<file path="src/rtl/alu_issue_stage_if.sv">
// Issue-stage handshake bundle: decode-side request and writeback-side result.
// master = the surrounding pipeline, slave = alu_issue_stage.
interface alu_issue_stage_if #(
    parameter int RD_W = 5
);
    logic            in_valid;
    logic            in_ready;
    logic [2:0]      in_op;
    logic [RD_W-1:0] in_rs1;
    logic [RD_W-1:0] in_rs2;
    logic [RD_W-1:0] in_rd;
    logic [31:0]     in_rs1_val;
    logic [31:0]     in_rs2_val;
    logic [31:0]     in_imm;
    logic            in_use_imm;
    logic            out_valid;
    logic            out_ready;
    logic [RD_W-1:0] out_rd;
    logic [31:0]     out_result;

    modport master (
        output in_valid, in_op, in_rs1, in_rs2, in_rd,
        output in_rs1_val, in_rs2_val, in_imm, in_use_imm,
        input  in_ready,
        input  out_valid, out_rd, out_result,
        output out_ready
    );

    modport slave (
        input  in_valid, in_op, in_rs1, in_rs2, in_rd,
        input  in_rs1_val, in_rs2_val, in_imm, in_use_imm,
        output in_ready,
        output out_valid, out_rd, out_result,
        input  out_ready
    );
endinterface

</file>
<file path="src/rtl/alu_issue_stage.sv">
// Two-stage ALU issue: E holds operands for the external ALU, R holds the result.
// Define ALU_ISSUE_BYPASS_EN to forward from E/R; otherwise RAW hazards stall.
module alu_issue_stage #(
    parameter int RD_W = 5
) (
    input  logic            clk,
    input  logic            rst_n,
    alu_issue_stage_if.slave bus,
    input  logic            fwd_valid,
    input  logic [RD_W-1:0] fwd_rd,
    input  logic [31:0]     fwd_data,
    output logic [31:0]     alu_a,
    output logic [31:0]     alu_b,
    output logic [2:0]      alu_op,
    input  logic [31:0]     alu_out
);

    logic            e_valid_q, e_valid_d;
    logic            r_valid_q, r_valid_d;
    logic [RD_W-1:0] e_rd_q, e_rd_d;
    logic [31:0]     alu_a_q, alu_a_d;
    logic [31:0]     alu_b_q, alu_b_d;
    logic [2:0]      alu_op_q, alu_op_d;
    logic [RD_W-1:0] out_rd_q, out_rd_d;
    logic [31:0]     out_result_q, out_result_d;

    logic        e_adv;
    logic        stall;
    logic        in_ready;
    logic        take;
    logic        use_rs2;
    logic [31:0] a_val;
    logic [31:0] b_val;

    // Register 0 is hard-wired, so it never aliases a producer.
    function automatic logic hit(logic [RD_W-1:0] rs, logic [RD_W-1:0] rd);
        return (rs != '0) && (rs == rd);
    endfunction

    // Later assignments override earlier ones: youngest producer wins.
    always_comb begin
        a_val = bus.in_rs1_val;
        b_val = bus.in_rs2_val;
        if (fwd_valid && hit(bus.in_rs1, fwd_rd)) a_val = fwd_data;
        if (fwd_valid && hit(bus.in_rs2, fwd_rd)) b_val = fwd_data;
`ifdef ALU_ISSUE_BYPASS_EN
        if (r_valid_q && hit(bus.in_rs1, out_rd_q)) a_val = out_result_q;
        if (r_valid_q && hit(bus.in_rs2, out_rd_q)) b_val = out_result_q;
        if (e_valid_q && hit(bus.in_rs1, e_rd_q)) a_val = alu_out;
        if (e_valid_q && hit(bus.in_rs2, e_rd_q)) b_val = alu_out;
`endif
    end

    always_comb begin
        use_rs2 = !bus.in_use_imm;
        e_adv   = e_valid_q && (!r_valid_q || bus.out_ready);
`ifdef ALU_ISSUE_BYPASS_EN
        stall = 1'b0;
`else
        stall = (e_valid_q && (hit(bus.in_rs1, e_rd_q) ||
                               (use_rs2 && hit(bus.in_rs2, e_rd_q)))) ||
                (r_valid_q && (hit(bus.in_rs1, out_rd_q) ||
                               (use_rs2 && hit(bus.in_rs2, out_rd_q))));
`endif
        in_ready = (!e_valid_q || e_adv) && !stall;
        take     = bus.in_valid && in_ready;
    end

    always_comb begin
        e_valid_d    = e_valid_q;
        r_valid_d    = r_valid_q;
        e_rd_d       = e_rd_q;
        alu_a_d      = alu_a_q;
        alu_b_d      = alu_b_q;
        alu_op_d     = alu_op_q;
        out_rd_d     = out_rd_q;
        out_result_d = out_result_q;
        if (e_adv) begin
            r_valid_d    = 1'b1;
            out_rd_d     = e_rd_q;
            out_result_d = alu_out;
        end else if (bus.out_ready) begin
            r_valid_d = 1'b0;
        end
        if (take) begin
            e_valid_d = 1'b1;
            e_rd_d    = bus.in_rd;
            alu_a_d   = a_val;
            alu_b_d   = use_rs2 ? b_val : bus.in_imm;
            alu_op_d  = bus.in_op;
        end else if (e_adv) begin
            e_valid_d = 1'b0;
        end
    end

    always_ff @(posedge clk or negedge rst_n) begin
        if (!rst_n) begin
            e_valid_q    <= 1'b0;
            r_valid_q    <= 1'b0;
            e_rd_q       <= '0;
            alu_a_q      <= '0;
            alu_b_q      <= '0;
            alu_op_q     <= '0;
            out_rd_q     <= '0;
            out_result_q <= '0;
        end else begin
            e_valid_q    <= e_valid_d;
            r_valid_q    <= r_valid_d;
            e_rd_q       <= e_rd_d;
            alu_a_q      <= alu_a_d;
            alu_b_q      <= alu_b_d;
            alu_op_q     <= alu_op_d;
            out_rd_q     <= out_rd_d;
            out_result_q <= out_result_d;
        end
    end

    assign bus.in_ready   = in_ready;
    assign bus.out_valid  = r_valid_q;
    assign bus.out_rd     = out_rd_q;
    assign bus.out_result = out_result_q;
    assign alu_a          = alu_a_q;
    assign alu_b          = alu_b_q;
    assign alu_op         = alu_op_q;

endmodule

</file>
<file path="src/flat_wrapper.sv">
// flat-port wrapper written by rule: the top's interface ports become plain ports
module alu_issue_stage_flat 
#(
    parameter int RD_W = 5
)
  (clk, rst_n, fwd_valid, fwd_rd, fwd_data, alu_a, alu_b, alu_op, alu_out, bus_in_valid, bus_in_op, bus_in_rs1, bus_in_rs2, bus_in_rd, bus_in_rs1_val, bus_in_rs2_val, bus_in_imm, bus_in_use_imm, bus_in_ready, bus_out_valid, bus_out_rd, bus_out_result, bus_out_ready);
  alu_issue_stage_if #(.RD_W(RD_W)) bus_i ();
  input  logic clk;
  input  logic rst_n;
  input  logic fwd_valid;
  input  logic [RD_W-1:0] fwd_rd;
  input  logic [31:0] fwd_data;
  output logic [31:0] alu_a;
  output logic [31:0] alu_b;
  output logic [2:0] alu_op;
  input  logic [31:0] alu_out;
  input wire logic [$bits(bus_i.in_valid)-1:0] bus_in_valid;
  input wire logic [$bits(bus_i.in_op)-1:0] bus_in_op;
  input wire logic [$bits(bus_i.in_rs1)-1:0] bus_in_rs1;
  input wire logic [$bits(bus_i.in_rs2)-1:0] bus_in_rs2;
  input wire logic [$bits(bus_i.in_rd)-1:0] bus_in_rd;
  input wire logic [$bits(bus_i.in_rs1_val)-1:0] bus_in_rs1_val;
  input wire logic [$bits(bus_i.in_rs2_val)-1:0] bus_in_rs2_val;
  input wire logic [$bits(bus_i.in_imm)-1:0] bus_in_imm;
  input wire logic [$bits(bus_i.in_use_imm)-1:0] bus_in_use_imm;
  output wire logic [$bits(bus_i.in_ready)-1:0] bus_in_ready;
  output wire logic [$bits(bus_i.out_valid)-1:0] bus_out_valid;
  output wire logic [$bits(bus_i.out_rd)-1:0] bus_out_rd;
  output wire logic [$bits(bus_i.out_result)-1:0] bus_out_result;
  input wire logic [$bits(bus_i.out_ready)-1:0] bus_out_ready;
  assign bus_i.in_valid = bus_in_valid;
  assign bus_i.in_op = bus_in_op;
  assign bus_i.in_rs1 = bus_in_rs1;
  assign bus_i.in_rs2 = bus_in_rs2;
  assign bus_i.in_rd = bus_in_rd;
  assign bus_i.in_rs1_val = bus_in_rs1_val;
  assign bus_i.in_rs2_val = bus_in_rs2_val;
  assign bus_i.in_imm = bus_in_imm;
  assign bus_i.in_use_imm = bus_in_use_imm;
  assign bus_in_ready = bus_i.in_ready;
  assign bus_out_valid = bus_i.out_valid;
  assign bus_out_rd = bus_i.out_rd;
  assign bus_out_result = bus_i.out_result;
  assign bus_i.out_ready = bus_out_ready;
  alu_issue_stage #(.RD_W(RD_W)) u_core (.clk(clk), .rst_n(rst_n), .bus(bus_i), .fwd_valid(fwd_valid), .fwd_rd(fwd_rd), .fwd_data(fwd_data), .alu_a(alu_a), .alu_b(alu_b), .alu_op(alu_op), .alu_out(alu_out));
endmodule
</file>
<file path="config.mk">
export PLATFORM = sky130hd
export DESIGN_NAME = alu_issue_stage_flat
export DESIGN_NICKNAME = d
export VERILOG_FILES = /design/src/rtl/alu_issue_stage_if.sv /design/src/rtl/alu_issue_stage.sv /design/src/flat_wrapper.sv
export SDC_FILE = /design/constraint.sdc
export NUM_CORES = 1
export LEC_CHECK = 0
export CAP_MARGIN = 20
export CORE_ASPECT_RATIO = 2
export CORE_MARGIN = 2
export CORE_UTILIZATION = 25
export DETAILED_ROUTE_END_ITERATION = 12
export GPL_ROUTABILITY_DRIVEN = 0
export PLACE_DENSITY = 0.59
export SYNTH_ARGS = -nofsm -noshare
export SYNTH_HDL_FRONTEND = slang
export SYNTH_SLANG_ARGS = --single-unit
</file>
<file path="constraint.sdc">
create_clock -name clk -period 6.25 [get_ports clk]
set_clock_uncertainty 0.15 [all_clocks]
set_input_delay 1.25 -clock clk [delete_from_list [all_inputs] [get_ports clk]]
set_output_delay 1.25 -clock clk [all_outputs]
set_load 0.005 [all_outputs]
</file>
==> results.sh, run 1 <==
export IMPL_p_leak_nw=3.78
export IMPL_clockRootBuffer="clkbuf_16"
export IMPL_ir_drop_uv=208
export IMPL_setup_tns_ps=0
export IMPL_cp_startpoint="bus_in_rs1[1]"
export IMPL_place_ws_ps=1200
export IMPL_grt_pass1_vias=4993
export IMPL_hold_buffers=0
export IMPL_synth_edf_count=0
export IMPL_critical_path_class="in2out"
export IMPL_area_growth_pct=58.6
export IMPL_cts_buffer_depth=2
export IMPL_ant_nets=0
export IMPL_post_cts_resized=0
export IMPL_clk_latency_ps=360
export IMPL_avgSynthCellArea_um2=13.8
export IMPL_ff2ff_setup_slack_ps=3510
export IMPL_drv_cap=0
export IMPL_netlist_instances=430
export IMPL_synth_top_area_cell="dfrtp_1"
export IMPL_relSlewSlack_pct=37.7
export IMPL_setup_ws_ps=1200
export IMPL_worst_slew_pin_slew_ps=932
export IMPL_coreArea_um2=23200
export IMPL_required_ps=4850
export IMPL_post_route_min_period_ps=5050
export IMPL_syn_nets=619
export IMPL_arrival_ps=3650
export IMPL_grt_max_degree=65
export IMPL_drc_errors=0
export IMPL_path_max_fanout=4
export IMPL_finalSetupViolations=0
export IMPL_synthMuxAreaShare_pct=36.7
export IMPL_worstHoldStart="u_core.bus.out_result[30]"
export IMPL_p_per_area_nw_per_um2=347
export IMPL_m1WireLength_mm=6.83
export IMPL_dp_hpwl_mm=14.9
export IMPL_synth_xor_area_share_pct=4.44
export IMPL_reg2reg_depth=7
export IMPL_wl_met2_mm=11.3
export IMPL_synth_ff_type="dfrtp_1"
export IMPL_wl_per_cell_um=19.5
export IMPL_routed_top_layer="met4"
export IMPL_wl_met3_um=829
export IMPL_total_power_mw=3.26
export IMPL_maxSlewViolCount=0
export IMPL_min_period_over_period_pct=80.8
export IMPL_io_buffer_count=294
export IMPL_finalHoldViolations=0
export IMPL_synth_compound_area_share_pct=3.87
export IMPL_die_h_um=222
export IMPL_drive_gt1_share_pct=24.1
export IMPL_drtIter0Drc=131
export IMPL_rsz0062_at_grt="no"
export IMPL_cts_buffers=9
export IMPL_startpoint_type="primary input"
export IMPL_fill_cells=2231
export IMPL_path_clk_slew_ps=70
export IMPL_n_antenna_cell=0
export IMPL_timing_rr_end="u_core.alu_op[1]"
export IMPL_grt_usage_pct=16.0
export IMPL_fmax_ghz=0.198
export IMPL_synth_yosys_warnings=0
export IMPL_synth_cell_type_count=29
export IMPL_dp_cells=990
export IMPL_die_area_um2=25000
export IMPL_io_pins=295
export IMPL_hold_path_class="reg2reg"
export IMPL_endpoint_kind="output port"
export IMPL_initial_core_util_pct=25.5
export IMPL_core_rowCount=79
export IMPL_yosys_area_top_type_share_pct=46.9
export IMPL_whs_ps=356
export IMPL_synth_top_family_by_area="multiplexers"
export IMPL_wl_mm=19.6
export IMPL_cp_endpoint="bus_in_ready"
export IMPL_synth_seq_area_share_pct=46.9
export IMPL_routed_via_count=4439
export IMPL_r2r_start="u_core.bus.out_rd[2]"
export IMPL_die_x_um=113
export IMPL_instances_no_fill=1006
export IMPL_grt_overflow=0
export IMPL_synthTopCellsByArea="dfrtp_1, mux2_4, mux2_2"
export IMPL_cts_tree="built"
export IMPL_grt_pass1_wl_mm=29.8
export IMPL_dr_pass1_iters=4
export IMPL_vias_per_cell=4.41
export IMPL_post_cts_buffers=0
export IMPL_netlist_area_um2=5920
export IMPL_outcome="finished clean"
export IMPL_htree_levels=3
export IMPL_synth_simple_area_share_pct=4.56
export IMPL_synth_fa_ha_area_share_pct=0
export IMPL_nets=907
export IMPL_async_flop_share_pct=100
export IMPL_antenna_found_initial=0
export IMPL_ys_ff_latch=111
export IMPL_cts_sinks=111
[cells by family (layout without fill, tap and decap cells)]
| logic type | after synthesis | in the layout |
|---|---|---|
| and+or+nand+nor | 53 | 53 |
| DFF | 111 | 111 |
| xor gates and xnor gates | 30 | 30 |
| AOI/OAI and AO/OA | 38 | 38 |
| buffers and inverters | 25 | 318 |
| muxes | 173 | 173 |
[cells in the mapped netlist, types with 2 or more instances]
master and count:
xor2_1 11, or4_4 2, dfrtp_1 111, mux2i_1 32, xnor2_1 19, buf_12 7, o21ai_0 32, buf_2 3
nor3_1 2, nand4_1 5, mux2_4 70, mux2_2 71, nand2_1 36, inv_1 2, clkbuf_1 13
[metal layers]
| metal | vias to the layer above | GRT usage [%] |
|---|---|---|
| met2 | 145 | 30.4 |
| met3 | 32 | 3.36 |
| met5 | - | 0 |
| met4 | 0 | 7.47 |
| li1 | 2105 | - |
| met1 | 2157 | 16.3 |
[cells in the final DEF (no fill, tap or decap), drive strengths merged]
cell type	n
o21ai	32
nor4	2
a31oi	1
clkbuf	12
a21oi	1
nand2	36
bufinv	1
o31ai	1
a211oi	1
o22ai	1
buf	8
nor3	2
xnor2	19
clkinvlp	2
mux2i	32
or4	2
or2	1
nand4	5
clkdlybuf4s50	292
inv	2
mux2	141
dfrtp	111
nor2	3
o311ai	1
xor2	11
nand2b	1
clkinv	1
nand3	1
[final cells by class]
| class | instances | area [µm²] | area share (%) |
|---|---|---|---|
| Clock buffer | 12 | 256 | 2.73 |
| Clock inverter | 4 | 53.8 | 0.573 |
| Inverter | 2 | 7.51 | 0.0799 |
| Multi-Input combinational cell | 294 | 2950 | 31.4 |
| Sequential cell | 111 | 2780 | 29.6 |
| Tap cell | 283 | 354 | 3.77 |
| Timing Repair Buffer | 300 | 2990 | 31.9 |
[sequential cells by signal, indices dropped and copies added, names as in the netlist]
name and cells:
u_core.alu_a 32, u_core.alu_b 32, u_core.bus.out_result 32, u_core.bus.out_rd 5, u_core.e_rd_q 5, u_core.alu_op 3, u_core.bus.out_valid 1, u_core.e_valid_q 1
[per-stage QoR]
step / util, % / area, µm²
after detailed placement: 39.1 / 9080
after global routing: 40.4 / 9390
after CTS: 40.4 / 9390
after global placement: 39.1 / 9080
final: 40.4 / 9390
after floorplan: - / 5920
[worst min-delay path by stage]
stage                                 to  slack, ps  depth (start not counted)
3_3_place_gp    u_core.bus.out_result[4]        340                          1
2_1_floorplan       u_core.bus.out_valid        330                          2
5_1_grt        u_core.bus.out_result[27]        380                          1
6_report       u_core.bus.out_result[30]        360                          1
4_1_cts        u_core.bus.out_result[17]        360                          1
3_5_place_dp            u_core.alu_a[26]        340                          1
[report_power, final]
part / leakage (nW) / switching (mW) / internal, mW / total [mW]
combinational: 2.33 / 0.455 / 0.996 / 1.45
sequential: 1.30 / 0.193 / 1.01 / 1.20
clock: 0.145 / 0.276 / 0.334 / 0.610
[worst max-delay path, cell delays in order]
cell	delay, ps
clkdlybuf4s50_1	500
or4_4	580
nor2_4	170
or4_4	170
a31oi_4	120
or2_2	310
inv_1	60
clkdlybuf4s50_1	480
Note: power is estimated with default switching activity, not from simulation.
==> run 2, diff against run 1 <==
--- a/config.mk
+++ b/config.mk
@@ -11,7 +11,7 @@
 export CORE_UTILIZATION = 25
 export DETAILED_ROUTE_END_ITERATION = 12
 export GPL_ROUTABILITY_DRIVEN = 0
-export PLACE_DENSITY = 0.59
+export PLACE_DENSITY = 0.61
 export SYNTH_ARGS = -nofsm -noshare
 export SYNTH_HDL_FRONTEND = slang
 export SYNTH_SLANG_ARGS = --single-unit
==> constraint.sdc (replaced) <==
create_clock -name clk -period 4.3 [get_ports clk]
set_clock_uncertainty 0.15 [all_clocks]
set_input_delay 0.86 -clock clk [delete_from_list [all_inputs] [get_ports clk]]
set_output_delay 0.86 -clock clk [all_outputs]
set_load 0.005 [all_outputs]
==> run 2 against run 1 <==
Net effect: wire length increased by 0.16%; worst hold slack about the same; cell area increased by 0.88%; global-route usage decreased by 0.20 points; die area unchanged; sequential share of layout area is 0.26 points lower; combinational power is 47% higher; final cell count is 0.60% higher; critical path type unchanged; critical endpoint unchanged; largest power group unchanged.
==> results.sh, run 2 (synthesized netlist as in run 1, its figures left out) <==
export IMPL_hold_buffers=0
export IMPL_die_area_um2=25000
export IMPL_finalHoldViolations=0
export IMPL_p_sw_mw=1.35
export IMPL_layout_commonest_cell="clkdlybuf4s50_1"
export IMPL_io_pins=295
export IMPL_setup_tns_ps=0
export IMPL_cts_tree="built"
export IMPL_critPathTopFamily="simple AND/OR/NAND/NOR gates"
export IMPL_path_clk_slew_ps=70
export IMPL_grt_overflow=0
export IMPL_ant_nets=0
export IMPL_post_cts_buffers=0
export IMPL_cp_startpoint="bus_in_rs1[1]"
export IMPL_io_buffer_count=294
export IMPL_drv_cap=0
export IMPL_stdcell_area_um2=9480
export IMPL_place_area_um2=9150
export IMPL_n_antenna_cell=0
export IMPL_hold_path_class="reg2reg"
export IMPL_clockRootBuffer="clkbuf_16"
export IMPL_instances_no_fill=1012
export IMPL_finalSetupViolations=0
export IMPL_die_x_um=113
export IMPL_drive_gt1_share_pct=24.8
export IMPL_drc_errors=0
export IMPL_min_period_over_period_pct=96.0
export IMPL_arrival_ps=3120
export IMPL_cts_sinks=111
export IMPL_drtIter0Drc=100
export IMPL_wl_per_cell_um=19.4
export IMPL_required_ps=3290
export IMPL_rsz0062_at_grt="no"
export IMPL_initial_core_util_pct=25.5
export IMPL_antenna_found_initial=0
export IMPL_post_route_min_period_ps=4130
export IMPL_path_max_fanout=4
export IMPL_cts_buffers=9
export IMPL_relSlewSlack_pct=36.7
export IMPL_grt_usage_pct=15.8
export IMPL_cpPeakStageDelay_ps=570
export IMPL_internal_power_mw=3.45
export IMPL_p_leak_nw=3.83
export IMPL_ff2ff_setup_slack_ps=1860
export IMPL_dp_hpwl_mm=15.0
export IMPL_dr_pass1_iters=4
export IMPL_wl_mm=19.6
export IMPL_grt_max_degree=65
export IMPL_outcome="finished clean"
export IMPL_htree_levels=3
export IMPL_nets=913
export IMPL_worstHoldStart="u_core.bus.out_result[10]"
export IMPL_routed_via_count=4457
export IMPL_cts_buffer_depth=2
export IMPL_power_frac_seq_pct=36.3
export IMPL_core_rowCount=79
export IMPL_grt_pass1_vias=4912
export IMPL_clkPwrFrac_pct=19.3
export IMPL_vias_per_cell=4.40
export IMPL_endpoint_kind="output port"
export IMPL_crit_chain="clkdlybuf4s50_1 > or4_4 > nor2_4 > or4_4 > a31oi_4 > or2_2 > inv_1 > clkdlybuf4s50_1"
export IMPL_p_comb_share_pct=44.4
export IMPL_clk_latency_ps=370
export IMPL_die_h_um=222
export IMPL_maxSlewViolCount=0
export IMPL_r2r_start="u_core.e_rd_q[2]"
export IMPL_area_growth_pct=60.0
export IMPL_post_cts_resized=0
export IMPL_ir_drop_uv=347
export IMPL_critical_path_class="in2out"
export IMPL_p_per_area_nw_per_um2=507
export IMPL_dp_cells=996
export IMPL_path_buf_inv=3
export IMPL_worst_slew_pin_slew_ps=946
export IMPL_cp_slowest_cell="or4_4"
export IMPL_fmax_ghz=0.242
export IMPL_startpoint_type="primary input"
export IMPL_layout_common_cells="clkdlybuf4s50_1, dfrtp_1, mux2_2"
export IMPL_swShare_pct=28.2
export IMPL_coreArea_um2=23200
export IMPL_grt_pass1_wl_mm=29.4
[run 2: power groups by stage]
stage               registers (mW)  logic [mW]  clock network (mW)
floorplan                     1.75       0.923                   0
global placement              1.75        2.16                   0
detailed placement            1.75        2.17                   0
CTS                           1.75        2.18               0.977
global route                  1.80        2.26                1.01
finish                        1.74        2.13               0.928
[run 2: metal layers]
layer / global-route usage (%) / routed length, µm / vias to the layer above / part of all wire, %
met2: 30.4 / 11400 / 137 / 58
li1: - / - / 2116 / -
met5: 0 / 0 / - / 0
met1: 16.2 / 6890 / 2178 / 35
met3: 2.54 / 752 / 26 / 3.8
met4: 7.47 / 575 / 0 / 2.9
[run 2: final timing paths]
path                                                  end  depth (start not counted)
worst max-delay path                         bus_in_ready                          8
worst min-delay path            u_core.bus.out_result[10]                          1
worst max register to register           u_core.alu_a[26]                          7
worst min register to register  u_core.bus.out_result[10]                          1
max in group asynchronous        u_core.bus.out_result[9]                          2
min in group asynchronous                 u_core.alu_b[4]                          1
[run 2: cell type report]
type | instances | area, µm²
Fill cell | 2199 | 13800
Timing Repair Buffer | 306 | 3060
Multi-Input combinational cell | 294 | 2950
Sequential cell | 111 | 2780
Tap cell | 283 | 354
Clock buffer | 10 | 239
Clock inverter | 6 | 83.8
Inverter | 2 | 7.51
[run 2: through the flow]
step | utilization, % | hold WS, ps | power, mW | setup WS, ps
6_report | 40.8 | 356 | 4.80 | 173
5_1_grt | 40.8 | 366 | 5.07 | 72.9
3_5_place_dp | 39.4 | 341 | 3.93 | 170
4_1_cts | 40.8 | 360 | 4.90 | 161
3_3_place_gp | 39.4 | 337 | 3.91 | 180
2_1_floorplan | - | 331 | 2.67 | 1160
